==> src/rtl/serial_slave_bridge_if.sv <==
// Serial system bus plus parallel peripheral port of the serial slave bridge.
// slave is the bridge's view, master the serial bus master, periph the peripheral.
interface serial_slave_bridge_if #(
   parameter int unsigned ADDR_WIDTH = 16,
   parameter int unsigned DATA_WIDTH = 8,
   parameter int unsigned LANES      = 1
) ();

   logic                  mode;
   logic                  m_valid;
   logic                  m_ready;
   logic [LANES-1:0]      wr_bus;
   logic [LANES-1:0]      rd_bus;
   logic                  s_ready;
   logic                  s_valid;
   logic                  split;
   logic                  frame_err;

   logic                  req_valid;
   logic                  req_ready;
   logic                  req_write;
   logic [ADDR_WIDTH-1:0] req_addr;
   logic [DATA_WIDTH-1:0] req_wdata;
   logic                  rsp_valid;
   logic [DATA_WIDTH-1:0] rsp_rdata;
   logic                  rsp_ready;

   modport slave (
      input  mode, m_valid, m_ready, wr_bus, req_ready, rsp_valid, rsp_rdata,
      output rd_bus, s_ready, s_valid, split, frame_err,
             req_valid, req_write, req_addr, req_wdata, rsp_ready
   );

   modport master (
      output mode, m_valid, m_ready, wr_bus,
      input  rd_bus, s_ready, s_valid, split, frame_err
   );

   modport periph (
      output req_ready, rsp_valid, rsp_rdata,
      input  req_valid, req_write, req_addr, req_wdata, rsp_ready
   );

endinterface

==> src/rtl/serial_slave_bridge.sv <==
// Slave-side bridge: deserialises address/write data, issues a parallel request,
// serialises read data back and raises a split when the response is late.
module serial_slave_bridge #(
   parameter int unsigned ADDR_WIDTH    = 16,
   parameter int unsigned DATA_WIDTH    = 8,
   parameter int unsigned LANES         = 1,
   parameter int unsigned SPLIT_EN      = 1,
   parameter int unsigned SPLIT_TIMEOUT = 4
) (
   input  logic                 clk,
   input  logic                 rst,
   serial_slave_bridge_if.slave bus
);

   localparam int unsigned AB   = ADDR_WIDTH / LANES;
   localparam int unsigned DB   = DATA_WIDTH / LANES;
   localparam int unsigned MAXB = (AB > DB) ? AB : DB;
   localparam int unsigned CW   = $clog2(MAXB + 1);
   localparam int unsigned WW   = (SPLIT_TIMEOUT > 0) ? $clog2(SPLIT_TIMEOUT + 1) : 1;

   localparam logic [CW-1:0] AddrLast = CW'(AB - 1);
   localparam logic [CW-1:0] DataLast = CW'(DB - 1);
   localparam logic [WW-1:0] WaitMax  = WW'(SPLIT_TIMEOUT);

   typedef enum logic [2:0] {
      StIdle,
      StAddr,
      StData,
      StReq,
      StWait,
      StSplit,
      StSend
   } state_e;

   state_e                state_q, state_d;
   logic [CW-1:0]         beat_q, beat_d;
   logic [WW-1:0]         wait_q, wait_d;
   logic [ADDR_WIDTH-1:0] addr_q, addr_d;
   logic [DATA_WIDTH-1:0] wdata_q, wdata_d;
   logic [DATA_WIDTH-1:0] rdata_q, rdata_d;
   logic                  mode_q, mode_d;
   logic                  ferr_q, ferr_d;

   always_comb begin
      state_d = state_q;
      beat_d  = beat_q;
      wait_d  = wait_q;
      addr_d  = addr_q;
      wdata_d = wdata_q;
      rdata_d = rdata_q;
      mode_d  = mode_q;
      ferr_d  = 1'b0;

      unique case (state_q)
         StIdle: begin
            beat_d  = '0;
            wait_d  = '0;
            addr_d  = '0;
            wdata_d = '0;
            if (bus.m_valid) begin
               mode_d  = bus.mode;
               state_d = StAddr;
            end
         end

         StAddr: begin
            if (bus.m_valid) begin
               // MSB-first: earlier beats end up in the upper bits
               addr_d = ADDR_WIDTH'({addr_q, bus.wr_bus});
               if (beat_q == AddrLast) begin
                  beat_d  = '0;
                  state_d = mode_q ? StData : StReq;
               end else begin
                  beat_d = beat_q + 1'b1;
               end
            end else begin
               ferr_d  = 1'b1;
               state_d = StIdle;
            end
         end

         StData: begin
            if (bus.m_valid) begin
               wdata_d = DATA_WIDTH'({wdata_q, bus.wr_bus});
               if (beat_q == DataLast) begin
                  beat_d  = '0;
                  state_d = StReq;
               end else begin
                  beat_d = beat_q + 1'b1;
               end
            end else begin
               ferr_d  = 1'b1;
               state_d = StIdle;
            end
         end

         StReq: begin
            if (bus.req_ready) begin
               state_d = mode_q ? StIdle : StWait;
            end
         end

         StWait: begin
            if (bus.rsp_valid) begin
               rdata_d = bus.rsp_rdata;
               state_d = StSend;
            end else if ((SPLIT_EN != 0) && (wait_q == WaitMax)) begin
               state_d = StSplit;
            end else if (wait_q != WaitMax) begin
               wait_d = wait_q + 1'b1;
            end
         end

         StSplit: begin
            if (bus.rsp_valid) begin
               rdata_d = bus.rsp_rdata;
               state_d = StSend;
            end
         end

         StSend: begin
            if (bus.m_ready) begin
               // Shift the next beat into the top lanes; drains to zero by the end
               rdata_d = DATA_WIDTH'({rdata_q, {LANES{1'b0}}});
               if (beat_q == DataLast) begin
                  beat_d  = '0;
                  state_d = StIdle;
               end else begin
                  beat_d = beat_q + 1'b1;
               end
            end
         end

         default: state_d = StIdle;
      endcase
   end

   always_ff @(posedge clk) begin
      if (rst) begin
         state_q <= StIdle;
         beat_q  <= '0;
         wait_q  <= '0;
         addr_q  <= '0;
         wdata_q <= '0;
         rdata_q <= '0;
         mode_q  <= 1'b0;
         ferr_q  <= 1'b0;
      end else begin
         state_q <= state_d;
         beat_q  <= beat_d;
         wait_q  <= wait_d;
         addr_q  <= addr_d;
         wdata_q <= wdata_d;
         rdata_q <= rdata_d;
         mode_q  <= mode_d;
         ferr_q  <= ferr_d;
      end
   end

   assign bus.s_ready   = (state_q == StAddr) || (state_q == StData);
   assign bus.s_valid   = (state_q == StSend);
   assign bus.split     = (state_q == StSplit);
   assign bus.req_valid = (state_q == StReq);
   assign bus.rsp_ready = (state_q == StWait) || (state_q == StSplit);
   assign bus.frame_err = ferr_q;
   assign bus.req_write = mode_q;
   assign bus.req_addr  = addr_q;
   assign bus.req_wdata = wdata_q;
   assign bus.rd_bus    = (state_q == StSend) ? rdata_q[DATA_WIDTH-1 -: LANES] : '0;

endmodule

==> src/flat_wrapper.sv <==
// flat-port wrapper written by rule: the top's interface ports become plain ports
module serial_slave_bridge_flat 
#(
   parameter int unsigned ADDR_WIDTH    = 16,
   parameter int unsigned DATA_WIDTH    = 8,
   parameter int unsigned LANES         = 1,
   parameter int unsigned SPLIT_EN      = 1,
   parameter int unsigned SPLIT_TIMEOUT = 4
)
  (clk, rst, bus_mode, bus_m_valid, bus_m_ready, bus_wr_bus, bus_req_ready, bus_rsp_valid, bus_rsp_rdata, bus_rd_bus, bus_s_ready, bus_s_valid, bus_split, bus_frame_err, bus_req_valid, bus_req_write, bus_req_addr, bus_req_wdata, bus_rsp_ready);
  serial_slave_bridge_if #(.ADDR_WIDTH(ADDR_WIDTH), .DATA_WIDTH(DATA_WIDTH), .LANES(LANES)) bus_i ();
  input  logic clk;
  input  logic rst;
  input wire logic [$bits(bus_i.mode)-1:0] bus_mode;
  input wire logic [$bits(bus_i.m_valid)-1:0] bus_m_valid;
  input wire logic [$bits(bus_i.m_ready)-1:0] bus_m_ready;
  input wire logic [$bits(bus_i.wr_bus)-1:0] bus_wr_bus;
  input wire logic [$bits(bus_i.req_ready)-1:0] bus_req_ready;
  input wire logic [$bits(bus_i.rsp_valid)-1:0] bus_rsp_valid;
  input wire logic [$bits(bus_i.rsp_rdata)-1:0] bus_rsp_rdata;
  output wire logic [$bits(bus_i.rd_bus)-1:0] bus_rd_bus;
  output wire logic [$bits(bus_i.s_ready)-1:0] bus_s_ready;
  output wire logic [$bits(bus_i.s_valid)-1:0] bus_s_valid;
  output wire logic [$bits(bus_i.split)-1:0] bus_split;
  output wire logic [$bits(bus_i.frame_err)-1:0] bus_frame_err;
  output wire logic [$bits(bus_i.req_valid)-1:0] bus_req_valid;
  output wire logic [$bits(bus_i.req_write)-1:0] bus_req_write;
  output wire logic [$bits(bus_i.req_addr)-1:0] bus_req_addr;
  output wire logic [$bits(bus_i.req_wdata)-1:0] bus_req_wdata;
  output wire logic [$bits(bus_i.rsp_ready)-1:0] bus_rsp_ready;
  assign bus_i.mode = bus_mode;
  assign bus_i.m_valid = bus_m_valid;
  assign bus_i.m_ready = bus_m_ready;
  assign bus_i.wr_bus = bus_wr_bus;
  assign bus_i.req_ready = bus_req_ready;
  assign bus_i.rsp_valid = bus_rsp_valid;
  assign bus_i.rsp_rdata = bus_rsp_rdata;
  assign bus_rd_bus = bus_i.rd_bus;
  assign bus_s_ready = bus_i.s_ready;
  assign bus_s_valid = bus_i.s_valid;
  assign bus_split = bus_i.split;
  assign bus_frame_err = bus_i.frame_err;
  assign bus_req_valid = bus_i.req_valid;
  assign bus_req_write = bus_i.req_write;
  assign bus_req_addr = bus_i.req_addr;
  assign bus_req_wdata = bus_i.req_wdata;
  assign bus_rsp_ready = bus_i.rsp_ready;
  serial_slave_bridge #(.ADDR_WIDTH(ADDR_WIDTH), .DATA_WIDTH(DATA_WIDTH), .LANES(LANES), .SPLIT_EN(SPLIT_EN), .SPLIT_TIMEOUT(SPLIT_TIMEOUT)) u_core (.clk(clk), .rst(rst), .bus(bus_i));
endmodule
==> config.mk <==
export PLATFORM = sky130hd
export DESIGN_NAME = serial_slave_bridge_flat
export DESIGN_NICKNAME = d
export VERILOG_FILES = /design/src/rtl/serial_slave_bridge_if.sv /design/src/rtl/serial_slave_bridge.sv /design/src/flat_wrapper.sv
export SDC_FILE = /design/constraint.sdc
export NUM_CORES = 1
export LEC_CHECK = 0
export ABC_AREA = 1
export CELL_PAD_IN_SITES_DETAIL_PLACEMENT = 0
export CELL_PAD_IN_SITES_GLOBAL_PLACEMENT = 1
export CORE_MARGIN = 1
export CORE_UTILIZATION = 32
export CTS_CLUSTER_DIAMETER = 80
export DETAILED_ROUTE_END_ITERATION = 10
export GPL_ROUTABILITY_DRIVEN = 1
export PLACE_DENSITY_LB_ADDON = 0.1
export SYNTH_ARGS = -nofsm -noshare
export SYNTH_HDL_FRONTEND = slang
export SYNTH_SLANG_ARGS = --single-unit
==> constraint.sdc <==
create_clock -name clk -period 1.43 [get_ports clk]
set_input_delay 0.3575 -clock clk [delete_from_list [all_inputs] [get_ports clk]]
set_output_delay 0.3575 -clock clk [all_outputs]
set_load 0.01 [all_outputs]
Yosys cells after proc, flatten, opt, wreduce, memory -nomap -nowiden

Cells that the tools add are included.

Eq/ne operators: 24
Add/subtract/negate cells: 2
Muxes and demuxes: 33
Bitwise logic cells: 1
Reductions and logical operators: 18

Operator list:

| kind                                                   | number |
|---|---|
| two-way mux 3 bit                                      | 15 |
| one-hot mux 16 bit (2 select lines)                    | 1 |
| one-hot mux 8 bit (2 select lines)                     | 2 |
| two-way mux 5 bit                                      | 5 |
| two-way mux 8 bit                                      | 3 |
| one-hot mux 3 bit (7 select lines)                     | 1 |
| one-hot mux 5 bit (4 select lines)                     | 1 |
| two-way mux 16 bit                                     | 1 |
| inequality test 2 bit (second input constant)          | 8 |
| == test 3 bit (second input constant)                  | 4 |
| inequality test 3 x 2 -> 1 bit (second input constant) | 3 |
| AND reduction 4 bit                                    | 2 |
| AND reduction 8 bit                                    | 1 |
| nonzero test 2 bit                                     | 4 |
| == test 3 x 2 -> 1 bit (second input constant)         | 2 |
| inequality test 2 x 1 -> 1 bit (second input constant) | 3 |
| one-hot mux 3 bit (2 select lines)                     | 1 |
| AND reduction 2 bit                                    | 3 |
| OR reduction 2 bit                                     | 3 |
| adder 5 x 1 -> 5 bit (second input constant)           | 1 |
| == test 5 x 3 -> 1 bit (second input constant)         | 1 |
| == test 5 x 4 -> 1 bit (second input constant)         | 1 |
| nonzero test 4 bit                                     | 1 |
| adder 3 x 1 -> 3 bit (second input constant)           | 1 |
| other kinds (7)                                        | 10 |

Bits of input ports: 16
Logic and storage cells: 86
Output and inout bits: 32
Flip-flop bits (word level): 45

Depth between registers and ports, before layout

Gate-level depths: netlist of the first run.

Depth after elaboration: 5
Mapped depth: 12
Gate-level depth less buffers: 12

Worst setup path after synthesis of the first run

Ideal clock, no wire load.

Path kind: register -> register
Start: register u_core.beat_q[0]
End: register u_core.state_q[0]
Data required time: 1.317 ns
Arrival time: 1.346 ns
Library setup time: 0.113 ns
Cell stages (with the launch flop): 12
Clock period less this slack: 1.459 ns
Setup slack: -0.029 ns
Buffers on the path: 0
Path through: dfxtp_1 -> ha_1 -> nand2_1 -> inv_1 -> nand2_1 -> inv_1 -> ha_1 -> nor2_1 -> nor2_1 -> nand2_1 -> nor2_1 -> nor2_1

Longest elaborated chain between the ends: 3
Elaborated cells on any way between the ends: 6
Classes of those cells: eq/ne (5); reduce/logical (1)

RTL lines:

| what                                                                                              | RTL line                                                                         | text |
|---|---|---|
| start: declaration                                                                                | serial_slave_bridge.sv:36                                                        | `logic [CW-1:0] beat_q, beat_d;` |
| start signal: assignment                                                                          | serial_slave_bridge.sv:150                                                       | `beat_q <= beat_d;` |
| == test 5 x 4 -> 1 bit or == test 5 x 3 -> 1 bit (tied branches)                                  | serial_slave_bridge.sv:70, serial_slave_bridge.sv:85, serial_slave_bridge.sv:125 |  |
| inequality test 3 x 2 -> 1 bit (no source line) or inequality test 2 x 1 -> 1 bit (tied branches) | -                                                                                |  |
| AND reduction 8 bit (no source line) *                                                            | -                                                                                |  |
| end signal: assignment                                                                            | serial_slave_bridge.sv:140                                                       | `state_q <= StIdle;` |
| end signal: assignment                                                                            | serial_slave_bridge.sv:149                                                       | `state_q <= state_d;` |
| end: declaration                                                                                  | serial_slave_bridge.sv:35                                                        | `state_e state_q, state_d;` |

Mark *: on every way between the ends. The rest lies on a longest branch, timed or not.
A chain may end at the register's enable or synchronous reset.

Worst setup path after layout of the first run

Start: register u_core.state_q[1]
End: output bus_s_ready

Longest elaborated chain between the ends: 2
Elaborated cells on any way between the ends: 3
Classes of those cells: eq/ne (2); reduce/logical (1)

RTL lines:

| what                                                             | RTL line                   | text |
|---|---|---|
| == test 3 x 1 -> 1 bit or == test 3 x 2 -> 1 bit (tied branches) | serial_slave_bridge.sv:160 | `assign bus.s_ready = (state_q == StAddr) \|\| (state_q == StData);` |
| logical OR 1 bit *                                               | serial_slave_bridge.sv:160 |  |
| end: declaration                                                 | flat_wrapper.sv:22         | `output wire logic [$bits(bus_i.s_ready)-1:0] bus_s_ready;` |

Marked as above.

==> results of run 1 <==
worst paths after layout:
path                                       start                              to  slack, ns  cells after the start
setup / recovery  u_core.state_q[1]$_SDFFE_PP0P_                     bus_s_ready      -0.08                      5
hold / removal    u_core.rdata_q[7]$_SDFFE_PP0P_  u_core.rdata_q[7]$_SDFFE_PP0P_       0.46                      2
setup reg to reg  u_core.state_q[1]$_SDFFE_PP0P_  u_core.state_q[1]$_SDFFE_PP0P_      -0.07                      9
hold reg to reg   u_core.rdata_q[7]$_SDFFE_PP0P_  u_core.rdata_q[7]$_SDFFE_PP0P_       0.46                      2
cell type report:
type                       count  area, µm²
tap                           77      96.34
clock buffer                   6      72.57
clock inverter                 2      38.79
sequential                    45      909.6
timing repair buffer         105      930.9
multi-input combinational    219       1308
inverter                      26      105.1
fill                         657       2998
layout by cell type (no fill, tap or decap), types with 3 or more instances in the layout:
cell and n:
dlygate4sd2_1 26, buf_6 10, inv_1 16, nor2_4 7
nand2_2 6, nand3_1 22, nand4_1 20, nor2_2 3
dfxtp_1 40, buf_12 3, nor2_1 30, buf_4 46
o21ai_1 14, nand2_4 10, inv_2 7, nand2_1 45
clkdlybuf4s50_1 15, dfxtp_2 4, o21ai_4 3, buf_2 4
inv_4 3, o21ai_0 5, a21oi_1 35, clkbuf_8 5
worst max-delay path, delay by kind of cell, from the launching register on:
family	cells	cell delay (ns)
flops	1	0.34
buf+inv	2	0.24
simple gates	3	0.28
registers in the layout, summed over array words and instances (netlist names):
register and cells:
u_core.state_q 3, u_core.rdata_q 8, u_core.bus.req_wdata 8, u_core.bus.req_write 1, u_core.bus.frame_err 1, u_core.beat_q 5, u_core.wait_q 3, u_core.bus.req_addr 16
report_power, final:
group | switching [mW] | internal, mW
sequential | 0.155 | 1.49
clock | 0.452 | 0.525
combinational | 1.53 | 1.36
total | 2.14 | 3.37
cells by family after synthesis:
kind of cell	share of synthesized area, %
compound gates	15.40
xor+xnor	0.8015
fa+ha+maj	2.862
buf+inv	7.269
flops	41.21
simple gates	32.46
per-stage QoR:
stage	cells	hold WS, ns	power, mW	cell area [µm²]
3_3_place_gp	457	0.4457	4.061	3065
6_report	480	0.4596	5.509	3461
5_1_grt	480	0.4901	5.936	3461
2_1_floorplan	302	0.4247	2.989	2192
3_5_place_dp	457	0.4485	4.052	3065
4_1_cts	473	0.4614	5.270	3307
timing repair:
item                       CTS  global route
cloned                       0             1
resized for setup           93            32
setup buffers                8             6
pin swaps                   14            16
setup endpoints to repair   75            48
layer usage:
layer / up-vias / global-route usage [%]
met5: - / 0
met4: 0 / 4.622
met3: 7 / 3.441
met2: 32 / 30.52
met1: 1104 / 21.81
li1: 1218 / -
==> summary.txt, run 1 <==
Outcome
  – Status: finished with violations
  – Failing checks: setup timing

Clock network
  – Root buffer cell: clkbuf_8
  – Total CTS buffers: 5
  – CTS H-tree depth: 2
  – CTS tree: done
  – Clk buf depth: 2
  – Clock latency on the worst-skew pair: 0.30 ns
  – Hold Buf Count CTS: 0
  – CTS clk-pin slew, worst paths: 0.09 ns
  – Count of clock tree sinks: 45

Synthesis
  – Synth Flop Type: dfxtp_1
  – Largest cells by area after synthesis: dfxtp_1 41%, nand2_1 9.4%, a21oi_1 8.2%
  – Syn_area_per_cell: roughly 7.2 µm²
  – Syn nets: approximately 320
  – Post-synth top area share: 41.21%
  – Top post-synthesis cells by count: 55 x nand2_1, 45 x dfxtp_1, 36 x a21oi_1
  – Post-synth EDFFs: 0
  – Synth cell types: 26
  – Cells after synthesis: 302
  – Most area-hungry cell type in the Yosys netlist: dfxtp_1
  – Cell area after technology mapping: 2186 µm²
  – Warnings, synthesis: 0
  – Sequential area share after synthesis: 41.21%
  – Seq cells post-synth: 45
  – Top-count cell post-synth: nand2_1
  – Synth async-reset ratio: 0%

Setup path
  – Crit path DAT: 1.15 ns
  – Crit path required time: 1.07 ns
  – Worst path cell trace: buf_4 -> nor2_4 -> nand2_2 -> nand2_4 -> buf_6
  – Crit path kind: flip-flop to output pin
  – CP max stage delay: 0.34 ns
  – CP max stage cell: dfxtp_2
  – Worst-path fanout max: 3
  – Endpoint type of the worst setup path: output pin
  – CP startpoint kind: flip-flop

Die
  – Die Span X: 84.65 µm
  – Initial Util: 33.84%
  – Full die area: 7166 µm²
  – Cell row count: 29
  – Core area: between 6000 and 7000 µm²
  – Chip height: around 85 µm
  – # IOs: 48

STA
  – FMAX: 664.1 MHz
  – Max Slew Vio Count: 0
  – Final WS setup: -0.07590 ns
  – Slew HR: 81.55%
  – Unrepaired setup endpoints after global routing: yes
  – Fin crit share: 105.3%
  – Clk_skew: around 0.006 ns
  – # setup viols final: 6
  – Setup TNS: -0.2645 ns
  – Tmin final: 1.506 ns
  – Hold Vio Cnt, Final: 0
  – Worst-Margin Slew: 0.2765 ns

Global route
  – Vias in the first global route: 2,266
  – GRT Overall Usage: 17.43%
  – First-pass GRT wire length: between 10,000 and 15,000 µm
  – Total congestion overflow: 0
  – Pin count of the biggest net entering global routing: 23
  – Antenna violations before repair: 0

Finish
  – Antenna Cells: 0
  – Nets: 423
  – Syn-to-layout area delta: 58.33%
  – Layout Utilization: 53.58%
  – Layout cells sized above 1: 30.77%

Route
  – Top sig layer: met4
  – Initial DRC Count: roughly 70
  – First-pass iteration count of the detailed router: 6
  – Number of vias per cell: 4.919
  – Via Count: 2,361
  – M1 WL: roughly 2800 µm
  – Number of antenna-violating nets in the routed design: 0
  – Met2 Wirelength: 2931 µm
  – WL met3: between 150 and 200 µm
  – Detailed Route WL: just under 6000 µm
  – DRC Markers: 0
  – WL/cell: 12.39 µm

Power and ir drop
  – VDD IR-drop max: 0.0007069 V
  – Power Density: approximately 1600 nW/µm²
  – Leakage power: 1.605 nW

Place
  – Number of port buffers: between 40 and 50
  – Hpwl dp: around 4200 µm
  – RePlAce Congestion: 0.8085
  – Post-Place Setup Slack: -0.4573 ns

Worst hold path
  – Worst min path class: flip-flop to flip-flop

Flow run
  – Max Cap Viol: 0
(Power assumes the default switching activity.)
==> run 2: changes to the inputs <==
--- a/config.mk
+++ b/config.mk
@@ -5,11 +5,11 @@
 export SDC_FILE = /design/constraint.sdc
 export NUM_CORES = 1
 export LEC_CHECK = 0
-export ABC_AREA = 1
+export CAP_MARGIN = 20
 export CELL_PAD_IN_SITES_DETAIL_PLACEMENT = 0
 export CELL_PAD_IN_SITES_GLOBAL_PLACEMENT = 1
 export CORE_MARGIN = 1
-export CORE_UTILIZATION = 32
+export CORE_UTILIZATION = 33
 export CTS_CLUSTER_DIAMETER = 80
 export DETAILED_ROUTE_END_ITERATION = 10
 export GPL_ROUTABILITY_DRIVEN = 1
==> run 2 against run 1 <==
The flow still finishes with violations (setup timing). Register-to-register slack lost 0.37 ns. Critical path type is now flip-flop to flip-flop. First-iteration DRC count shrank 32%. Worst hold slack gained 0.015 ns. Critical path depth grew 4. Non-clock buffer count grew 20. Highest routed layer unchanged. Global-route usage grew 1.2 points. Synthesized cell count shrank 15%. Clock skew shrank 0.0035 ns. Count of clock-buffer cells in the layout shrank 1. Maximum frequency shrank 20%.
==> summary.txt, run 2 <==
Outcome
  – Status: finished with violations
  – Failing checks: setup timing

Setup path
  – Crit path DAT: approximately 2.1 ns
  – CP max stage delay: 0.50 ns
  – R2r setup slk: -0.44 ns
  – Buf/Inv on CP: 1
  – CP startpoint kind: flip-flop
  – Crit path required time: 1.68 ns
  – CP max stage cell: or4b_4
  – Worst path cell trace: ha_4 -> nand3_2 -> inv_2 -> ha_4 -> or4b_4 -> o21ai_4 -> a221oi_4 -> a311oi_2 -> a41o_1
  – Reg2reg end: u_core.state_q[2]$_SDFFE_PP0P_
  – Worst-path fanout max: 6
  – Endpoint type of the worst setup path: flip-flop
  – FF-to-FF Start: u_core.beat_q[0]$_SDFFE_PP0P_
  – Most Frequent Cell on Critical Path: ha_4
  – Worst r2r path cells: 9
  – Crit path kind: flip-flop to flip-flop
  – Delay-heaviest family, CP: simple AND/OR/NAND/NOR gates

Synthesis
  – Synth async-reset ratio: 0%
  – Cells after synthesis: 257
  – Top post-synthesis cells by count: 45 x dfxtp_1, 36 x nor2_1, 33 x a21oi_1
  – Synth cell types: 50
  – Post-synth top area share: 42.45%
  – Seq cells post-synth: 45
  – Synth Flop Type: dfxtp_1
  – Top-count cell post-synth: dfxtp_1
  – Cell area after technology mapping: between 2000 and 2500 µm²
  – Largest cells by area after synthesis: dfxtp_1 42%, a21oi_1 7.8%, nor2_1 6.4%
  – Syn nets: 278
  – Warnings, synthesis: 0
  – Post-synth EDFFs: 0
  – Sequential area share after synthesis: 42.45%
  – Syn_area_per_cell: 8.257 µm²
  – Most area-hungry cell type in the Yosys netlist: dfxtp_1

Worst hold path
  – Worst min path class: flip-flop to flip-flop
  – Terminating pin of the worst hold path: u_core.bus.req_wdata[3]$_SDFFE_PP0P_
  – Hold path cells: 2
  – Hold Startpoint: u_core.bus.req_wdata[3]$_SDFFE_PP0P_

Power and ir drop
  – Power Density: 1488 nW/µm²
  – Reg power frac: 25.4%
  – Switch Pwr: 1.997 mW
  – Clk pwr share: 20.5%
  – Switching share of power: 34.84%
  – Leakage power: 1.673 nW
  – P_int: 3.735 mW
  – VDD IR-drop max: 0.0008999 V
  – Gate power share: 54.0%

Die
  – # IOs: 48
  – Initial Util: between 30% and 40%
  – Core area: 6061 µm²
  – Die Span X: 82.19 µm
  – Full die area: 6755 µm²
  – Chip height: a little over 80 µm
  – Cell row count: 28

Clock network
  – CTS H-tree depth: 2
  – Clk buf depth: 2
  – Clock latency on the worst-skew pair: 0.30 ns
  – Count of clock tree sinks: 45
  – CTS tree: done
  – Root buffer cell: clkbuf_8
  – Total CTS buffers: 5
  – Hold Buf Count CTS: 0
  – CTS clk-pin slew, worst paths: ~0.090 ns

Route
  – Number of vias per cell: 5.000
  – Via Count: 2,240
  – WL/cell: about 13 µm
  – Initial DRC Count: 46
  – First-pass iteration count of the detailed router: 4
  – Number of antenna-violating nets in the routed design: 0
  – Detailed Route WL: 5976 µm
  – DRC Markers: 0

Global route
  – Antenna violations before repair: 0
  – Pin count of the biggest net entering global routing: 20
  – Total congestion overflow: 0
  – First-pass GRT wire length: 9701 µm
  – Vias in the first global route: 2,066
  – GRT Overall Usage: 18.67%

Finish
  – Syn-to-layout area delta: 81.54%
  – Commonest non-fill, non-tap cell in the layout: buf_4
  – Max FFs per register: 16
  – Layout cells sized above 1: between 40% and 50%
  – Nets: 393
  – Most frequent cells in the layout: 50 x buf_4, 34 x nor2_1, 34 x dfxtp_1
  – Antenna Cells: 0

STA
  – FMAX: 534.6 MHz
  – Setup TNS: -5.543 ns
  – WHS: 0.4745 ns
  – Hold Vio Cnt, Final: 0
  – Fin crit share: 130.8%
  – Clk_skew: 0.002581 ns
  – Tmin final: between 1.5 and 2 ns
  – Unrepaired setup endpoints after global routing: yes
  – # setup viols final: 41
  – Max Slew Vio Count: 0
  – Final WS setup: -0.4407 ns
  – Slew HR: between 70% and 80%
  – Worst-Margin Slew: about 0.33 ns

Place
  – Number of port buffers: 47
  – Hpwl dp: just under 4000 µm
  – RePlAce Congestion: around 0.80

Flow run
  – Max Cap Viol: 0
==> run 2: cell count changes after synthesis, sizes merged, moves of 4 or more <==
cell | before | now
a22oi | 0 | 17
nand4 | 20 | 0
nand2 | 61 | 30
nor3 | 0 | 4
o21ai | 22 | 9
inv | 26 | 8
nand3 | 25 | 13
==> run 2: power groups by stage <==
| stage | registers [mW] | logic (mW) | clock network, mW |
|---|---|---|---|
| global route | 1.47 | 3.32 | 1.26 |
| detailed placement | 1.47 | 2.14 | 0 |
| CTS | 1.47 | 2.72 | 1.21 |
| global placement | 1.47 | 2.13 | 0 |
| floorplan | 1.44 | 1.36 | 0 |
| finish | 1.46 | 3.10 | 1.18 |
==> run 2: layout make-up <==
type / count / area [µm²]
sequential: 45 / 919.6
multi-input combinational: 187 / 1461
clock buffer: 5 / 68.82
clock inverter: 3 / 68.82
inverter: 8 / 45.04
timing repair buffer: 125 / 1195
fill: 539 / 2208
tap: 75 / 93.84
==> run 2: timing repair <==
item	4_1_cts	5_1_grt
gates cloned	2	0
setup endpoints to repair	73	50
resized for setup	98	60
buffers inserted	13	9
pin swaps	11	38
==> run 2: layer usage <==
metal / routed length (µm) / GRT usage [%] / share of wire [%]
met3: 188 / 3.407 / 3.1
met2: 2910 / 30.33 / 49
met5: 0 / 0 / 0
met4: 72 / 4.737 / 1.2
met1: 2805 / 25.37 / 47
==> run 2: worst max path at each step <==
stage | from | endpoint | slack [ns] | cells after the start
final | u_core.beat_q[0]$_SDFFE_PP0P_ | u_core.state_q[2]$_SDFFE_PP0P_ | -0.44 | 9
after global routing | u_core.beat_q[0]$_SDFFE_PP0P_ | u_core.state_q[2]$_SDFFE_PP0P_ | -0.50 | 9
after CTS | u_core.beat_q[0]$_SDFFE_PP0P_ | u_core.state_q[2]$_SDFFE_PP0P_ | -0.50 | 9
after detailed placement | bus_m_valid | u_core.beat_q[3]$_SDFFE_PP0P_ | -0.61 | 6
after global placement | bus_m_valid | u_core.beat_q[3]$_SDFFE_PP0P_ | -0.58 | 6
after floorplan | u_core.beat_q[0]$_SDFFE_PP0P_ | u_core.state_q[2]$_SDFFE_PP0P_ | -0.41 | 9
==> run 2: cell families after synthesis <==
kind of cell               count (synthesis)  synth area share (%)
DFF                                       45                 42.45
adders and majority gates                  6                 3.479
buffers and inverters                     25                 5.719
muxes                                      2                 1.002
AOI/OAI and AO/OA                         75                 23.53
and+or+nand+nor                          104                 23.82
==> run 2: worst min-delay path: stages (launching register included) <==
cell,delay (ns)
dfxtp_1,0.33
nand2_1,0.06
a21oi_1,0.05
==> run 2: stage by stage <==
step           setup WS (ns)  instances  utilization, %  power (mW)  instance area (µm²)
2_1_floorplan        -0.4052        257               -       2.799                 2282
3_3_place_gp         -0.5842        418           52.15       3.593                 3161
3_5_place_dp         -0.6145        418           52.15       3.612                 3161
4_1_cts              -0.4976        440           59.21       5.401                 3588
5_1_grt              -0.4993        448           63.56       6.051                 3852
6_report             -0.4407        448           63.56       5.732                 3852
==> run 3: changes to the inputs <==
--- a/config.mk
+++ b/config.mk
@@ -9,11 +9,12 @@
 export CELL_PAD_IN_SITES_DETAIL_PLACEMENT = 0
 export CELL_PAD_IN_SITES_GLOBAL_PLACEMENT = 1
 export CORE_MARGIN = 1
-export CORE_UTILIZATION = 33
-export CTS_CLUSTER_DIAMETER = 80
+export CORE_UTILIZATION = 36
+export CTS_CLUSTER_DIAMETER = 120
 export DETAILED_ROUTE_END_ITERATION = 10
 export GPL_ROUTABILITY_DRIVEN = 1
 export PLACE_DENSITY_LB_ADDON = 0.1
+export SETUP_SLACK_MARGIN = 0.02
 export SYNTH_ARGS = -nofsm -noshare
 export SYNTH_HDL_FRONTEND = slang
 export SYNTH_SLANG_ARGS = --single-unit
==> constraint.sdc (replaced) <==
create_clock -name clk -period 2 [get_ports clk]
set_input_delay 0.5 -clock clk [delete_from_list [all_inputs] [get_ports clk]]
set_output_delay 0.5 -clock clk [all_outputs]
set_load 0.01 [all_outputs]
==> run 3 against run 2 <==
The run now ends clean. Critical path depth unchanged. Core utilization down 9.9 points. Sequential power down 29%. Non-clock buffer count down 45. Count of clock-buffer cells in the layout up 1. Routed wire length down 15%. Combinational power down 59%. Worst setup slack better by 0.50 ns. Die area down 8.1%. Register-to-register slack better by 0.50 ns. Largest power group unchanged.
==> summary.txt, run 3 (synthesis gave the netlist of run 2 again) <==
Outcome
  – Status: complete, no violations

STA
  – Tmin final: 1.937 ns
  – Setup TNS: 0 ns
  – Fin crit share: 96.86%
  – Clk_skew: 0.003610 ns
  – Hold Vio Cnt, Final: 0
  – FMAX: approximately 520 MHz
  – # setup viols final: 0
  – Unrepaired setup endpoints after global routing: yes
  – Worst-Margin Slew: 0.6041 ns
  – Slew HR: 59.68%
  – Max Slew Vio Count: 0

Setup path
  – Worst path cell trace: ha_4 -> nand3_2 -> inv_1 -> ha_2 -> or4b_4 -> o21ai_2 -> a221oi_2 -> buf_4 -> a311oi_1
  – Crit path kind: flip-flop to flip-flop
  – CP max stage cell: or4b_4
  – Crit path DAT: 2.14 ns
  – CP startpoint kind: flip-flop
  – Crit path required time: 2.21 ns
  – Buf/Inv on CP: 2
  – Worst-path fanout max: 4
  – Endpoint type of the worst setup path: flip-flop
  – CP max stage delay: roughly 0.5 ns
  – Worst r2r path cells: 9
  – Levels on crit path: 9
  – Delay-heaviest family, CP: simple AND/OR/NAND/NOR gates

Route
  – Detailed Route WL: 5082 µm
  – Via Count: 2,004
  – Initial DRC Count: 61
  – DRC Markers: 0
  – Number of vias per cell: 5.010
  – Number of antenna-violating nets in the routed design: 0
  – WL/cell: 12.71 µm
  – First-pass iteration count of the detailed router: 4

Power and ir drop
  – Pwr Total: 2.992 mW
  – Leakage power: 1.175 nW
  – Power Density: around 990 nW/µm²
  – VDD IR-drop max: 0.0004108 V

Finish
  – Nets: 348
  – Max FFs per register: 16
  – Layout cells sized above 1: 21.04%
  – Antenna Cells: 0
  – Most frequent cells in the layout: 41 x clkdlybuf4s50_1, 41 x dfxtp_1, 36 x nor2_1
  – Syn-to-layout area delta: 41.86%
  – Fin area: ~3000 µm²

Place
  – Placed Area: 2856 µm²
  – RePlAce Congestion: 0.7483
  – Hpwl dp: approximately 3500 µm
  – Number of port buffers: 47

Clock network
  – CTS H-tree depth: 2
  – Clock latency on the worst-skew pair: 0.29 ns
  – CTS tree: done
  – Count of clock tree sinks: 45
  – CTS clk-pin slew, worst paths: approximately 0.08 ns
  – Clk buf depth: 2
  – Total CTS buffers: 5
  – Root buffer cell: clkbuf_8

Die
  – Core area: 5608 µm²
  – Cell row count: 27
  – # IOs: 48
  – Die Span X: a little under 80 µm
  – Chip height: 78.78 µm
  – Full die area: roughly 6200 µm²
  – Initial Util: 37.84%

Global route
  – Antenna violations before repair: 0
  – GRT Overall Usage: 17.04%
  – First-pass GRT wire length: 8383 µm
  – Pin count of the biggest net entering global routing: 47
  – Total congestion overflow: 0
  – Vias in the first global route: 1,881

Flow run
  – Max Cap Viol: 0

Worst hold path
  – Worst min path class: flip-flop to flip-flop
  – Hold path cells: 2
==> run 3: per-layer routing <==
layer	GRT usage (%)	routed length [µm]	vias up
li1	-	-	1045
met5	0	0	-
met1	22.11	2529	920
met4	5.556	65	0
met2	28.09	2263	34
met3	3.563	224	5
==> run 3: metrics by stage <==
step	setup WS (ns)	hold slack [ns]	utilization, %	std cells
after global placement	-0.1317	0.4437	50.94	391
after CTS	0.02801	0.4687	53.32	399
after detailed placement	-0.1526	0.4500	50.94	391
after global routing	0.007920	0.4998	53.68	400
final	0.06287	0.4604	53.68	400
after floorplan	0.07743	0.4470	-	257
==> run 3: report_power, final <==
group | internal [mW] | leakage, nW | switching, mW
combinational | 0.571 | 0.755 | 0.707
sequential | 0.963 | 0.365 | 0.0655
clock | 0.375 | 0.0554 | 0.310
total | 1.91 | 1.18 | 1.08
==> run 3: cell type report <==
class,count,area (µm²)
fillers,561,2597
repair buffers,80,735.7
multi-input cells,187,1135
flip-flops and latches,45,908.4
well taps,72,90.09
inverters,8,30.03
clock inverters,2,38.79
clock buffers,6,72.57
==> run 3: repair_timing <==
item | in CTS | in global routing
pin swaps | 2 | 1
gates resized for setup | 16 | 2
buffers inserted | 0 | 1
hold buffers | 0 | 0
setup endpoints to repair | 9 | 3
==> run 3: worst register-to-register path, stage by stage (launching register included) <==
cell and delay, ns:
dfxtp_2 0.34, ha_4 0.16, nand3_2 0.07, inv_1 0.04, ha_2 0.17, or4b_4 0.49, o21ai_2 0.08, a221oi_2 0.10
buf_4 0.16, a311oi_1 0.24
==> run 3: final timing paths <==
| path | endpoint | start | slack, ns |
|---|---|---|---|
| setup / recovery | u_core.state_q[1]$_SDFFE_PP0P_ | u_core.beat_q[1]$_SDFFE_PP0P_ | 0.06 |
| hold / removal | u_core.bus.req_wdata[7]$_SDFFE_PP0P_ | u_core.bus.req_wdata[7]$_SDFFE_PP0P_ | 0.46 |
| setup reg to reg | u_core.state_q[1]$_SDFFE_PP0P_ | u_core.beat_q[1]$_SDFFE_PP0P_ | 0.06 |
| hold reg to reg | u_core.bus.req_wdata[7]$_SDFFE_PP0P_ | u_core.bus.req_wdata[7]$_SDFFE_PP0P_ | 0.46 |
